<file path="src/rtl/wr_edge_filter.sv">
// Collapses a write held across stall cycles into a single accepted write.
module wr_edge_filter #(
  parameter int ADDR_W = 30
) (
  input  logic              clk_i,
  input  logic              rst_i,
  input  logic              wen_i,
  input  logic [ADDR_W-1:0] addr_i,
  output logic              acc_o
);

  logic              wen_q;
  logic [ADDR_W-1:0] addr_q;

  always_ff @(posedge clk_i) begin
    if (!rst_i) begin
      wen_q  <= 1'b0;
      addr_q <= '0;
    end else begin
      wen_q  <= wen_i;
      addr_q <= addr_i;
    end
  end

  assign acc_o = wen_i && (!wen_q || (addr_i != addr_q));

endmodule

</file>
<file path="config.mk">
export PLATFORM = sky130hd
export DESIGN_NAME = wr_edge_filter
export DESIGN_NICKNAME = d
export VERILOG_FILES = /design/src/rtl/wr_edge_filter.sv
export SDC_FILE = /design/constraint.sdc
export NUM_CORES = 1
export LEC_CHECK = 0
export ABC_AREA = 1
export CORE_UTILIZATION = 40
export DETAILED_ROUTE_END_ITERATION = 10
export GPL_TIMING_DRIVEN = 0
export PLACE_DENSITY = 0.69
export SYNTH_ARGS = -nofsm -noshare
export SYNTH_HDL_FRONTEND = slang
export SYNTH_SLANG_ARGS = --single-unit
</file>
<file path="constraint.sdc">
create_clock -name clk_i -period 1.3 [get_ports clk_i]
set_input_delay 0.195 -clock clk_i [delete_from_list [all_inputs] [get_ports clk_i]]
set_output_delay 0.195 -clock clk_i [all_outputs]
set_load 0.02 [all_outputs]
</file>
==> summary.txt <==
Routing
  • Vias post-DR: 1,344
  • Final wirelength: 2640 microns
  • Antenna Nets Post-Route: 0
  • Vias per cell: 3.84
  • Routed WL per cell: 7.54 microns
  • DR iter-0 viols: 48
  • DRC: 0
  • DRT Pass-1 Iters: 6

Global routing
  • Initial antenna violation count: 0
  • Busiest layer in global routing: met2
  • Grt ovf: 0
  • M2 GR Usage: 23.3%
  • Largest net degree at the start of global routing: 11
  • Overall Global Routing Usage: 15.7%
  • Vias in the first global route: 1,154
  • GR Util met1: 19.7%
  • Met3 Use GR: 6.52%
  • First-pass GRT wire length: 4760 microns

Die
  • Initial Util: 43.6%
  • Core ar.: 3470 sq um
  • Ports: 34
  • Core Rows: 21
  • Die X: 63.5 microns
  • DIE HEIGHT: 63.5 microns
  • Die footprint: 4030 sq um

Pwr
  • Clk pwr share: 33.9%
  • Cell Int Power: 1.49 mW
  • Net Sw Frac: 24.5%
  • Gate power share: 14.2%
  • Flop pwr share: 52.0%
  • Switch Pwr: 486 uW
  • VDD IR-drop max: 0.672 mV
  • Power Dens Cells: 1010 nW/um^2
  • Leak pwr: 1.28 nW
  • Final Power: 1.98 mW

Cells and area
  • Area growth syn-to-layout: 29.3%
  • Layout cells sized above 1: 8.22%
  • Commonest non-fill, non-tap cell in the layout: nand2_1
  • ANT cells: 0
  • Nets: 338
  • Final core utilization: 56.4%
  • Commonest cells after routing, fill and taps aside: nand2_1, inv_1, dlygate4sd2_1
  • Fill count: 383
  • Final Cell Area: 1960 sq um

Synth
  • Synthesized area: 1510 sq um
  • Register area share after synthesis: 41.0%
  • Netlist cell types: 8
  • Synth warn: 0
  • Net count after synthesis: 298
  • Syn_area_per_cell: 5.71 sq um
  • Synth Instances: 265
  • Register bit total from synthesis: 31

Place
  • Dpl hpwl: 2000 microns
  • Port bufs: 33
  • Post-DP Area: 1900 sq um
  • Routability congestion estimate: 0.719

Clock tree
  • Post-cts hold buffer count: 0
  • Post-CTS Repair Setup Buffers: 0
  • TritonCTS clock tree: built
  • CTS buffer count: 5
  • Worst-path clk slew: 0.06 ns
  • CTS Buffer Depth: 2
  • H-tree depth: 2
  • Root buf cell: clkbuf_8
  • Clock sink count: 31

STA
  • Final Setup Violations: 1
  • Worst Setup Slack, final: -0.286 ns
  • Final cycle utilization of the critical path: 122%
  • Fin Setup TNS: -0.286 ns
  • Final Hold Viols: 0
  • Worst slew pin tran: 0.222 ns
  • Max Fclk: 631 MHz
  • Fin. max-slew vios: 0
  • Unrepaired setup endpoints after global routing: yes
  • Worst hold slack: 0.263 ns
  • Normalized max-slew margin: 85.2%
  • Post-layout minimum cycle time: 1.59 ns

Critical path
  • Worst setup EP type: output pin
  • Crit Path Class: in2out
  • Critical Path Source: addr_i[26]
  • Crit path launch type: input port
  • Worst Setup EP: acc_o
  • Crit path DAT: 1.39 ns
  • Max Fanout on Critical Path: 3
  • CP Data Required Time: 1.11 ns

Run status
  • Failing checks: setup timing
  • Status: complete, but fails checks

Run
  • Max-Cap Viols: 0

Min path
  • Worst hold path class: in2reg
-- cells by family (layout without fill, tap and decap cells) --
group / count (synthesis) / in the layout / synth area share (%)
and+or+nand+nor: 142 / 142 / 35.3
buffers and inverters: 88 / 127 / 22.1
DFF: 31 / 31 / 41.0
AOI/OAI and AO/OA: 3 / 3 / 0.992
xor gates and xnor gates: 1 / 1 / 0.579
-- worst min path at each step --
stage,startpoint,endpoint,slack [ns],cells after the start
after global routing,addr_i[29],addr_q[29],0.27,3
after global placement,wen_i,wen_q,0.76,3
after CTS,addr_i[29],addr_q[29],0.25,3
after detailed placement,wen_i,wen_q,0.76,3
final,addr_i[29],addr_q[29],0.26,3
after floorplan,addr_i[0],addr_q[0],0.29,2
-- power groups by stage --
stage | combinational (mW) | clock [mW] | sequential (mW)
global placement | 0.309 | 0 | 1.04
finish | 0.281 | 0.670 | 1.03
CTS | 0.284 | 0.702 | 1.03
floorplan | 0.162 | 0 | 1.04
global route | 0.332 | 0.770 | 1.04
detailed placement | 0.313 | 0 | 1.04
-- critical path, cell delays in order --
cell	delay, ns
clkdlybuf4s50_1	0.52
nand2_1	0.07
nand2_1	0.07
nand3_1	0.07
nor2_1	0.11
nand2_1	0.06
nor2_1	0.11
nor2_1	0.05
buf_4	0.15
-- Yosys cell counts --
cell type | instances | area (sq um)
buf_2 | 3 | 15.0
o21ai_0 | 3 | 15.0
nor2_1 | 23 | 86.3
nand2_1 | 118 | 443
inv_1 | 85 | 319
nand3_1 | 1 | 5.00
xnor2_1 | 1 | 8.76
dfxtp_1 | 31 | 621
-- per-stage QoR --
stage / cells / setup WS, ns
after floorplan: 265 / 0.165
after global placement: 344 / -0.768
after detailed placement: 344 / -0.774
after CTS: 350 / -0.286
after global routing: 350 / -0.419
final: 350 / -0.286
-- flip-flops by register name (all words and copies together) (netlist names) --
| name | cells |
|---|---|
| addr_q | 30 |
| wen_q | 1 |
-- per-layer routing --
layer  vias up  share of wire [%]  routed length, microns
met5         -                  0                       0
met3         5                5.2                     138
met2        25                 42                    1110
met4         0                1.9                      50
li1        791                  -                       -
met1       523                 51                    1350
-- final cells by class --
type	count	area, sq um	share of cell area [%]
timing repair buffer	33	294	15.0
tap	46	57.6	2.94
clock buffer	6	72.6	3.71
inverter	85	319	16.3
sequential	31	637	32.6
multi-input combinational	146	561	28.7
buffer	3	15.0	0.768
-- what timing repair did --
action	in CTS	in global routing
pin swaps	10	4
gates resized for setup	39	9
hold endpoints to repair	0	0
endpoints found under the setup margin	1	1
Note: power is estimated with default switching activity, not from simulation.
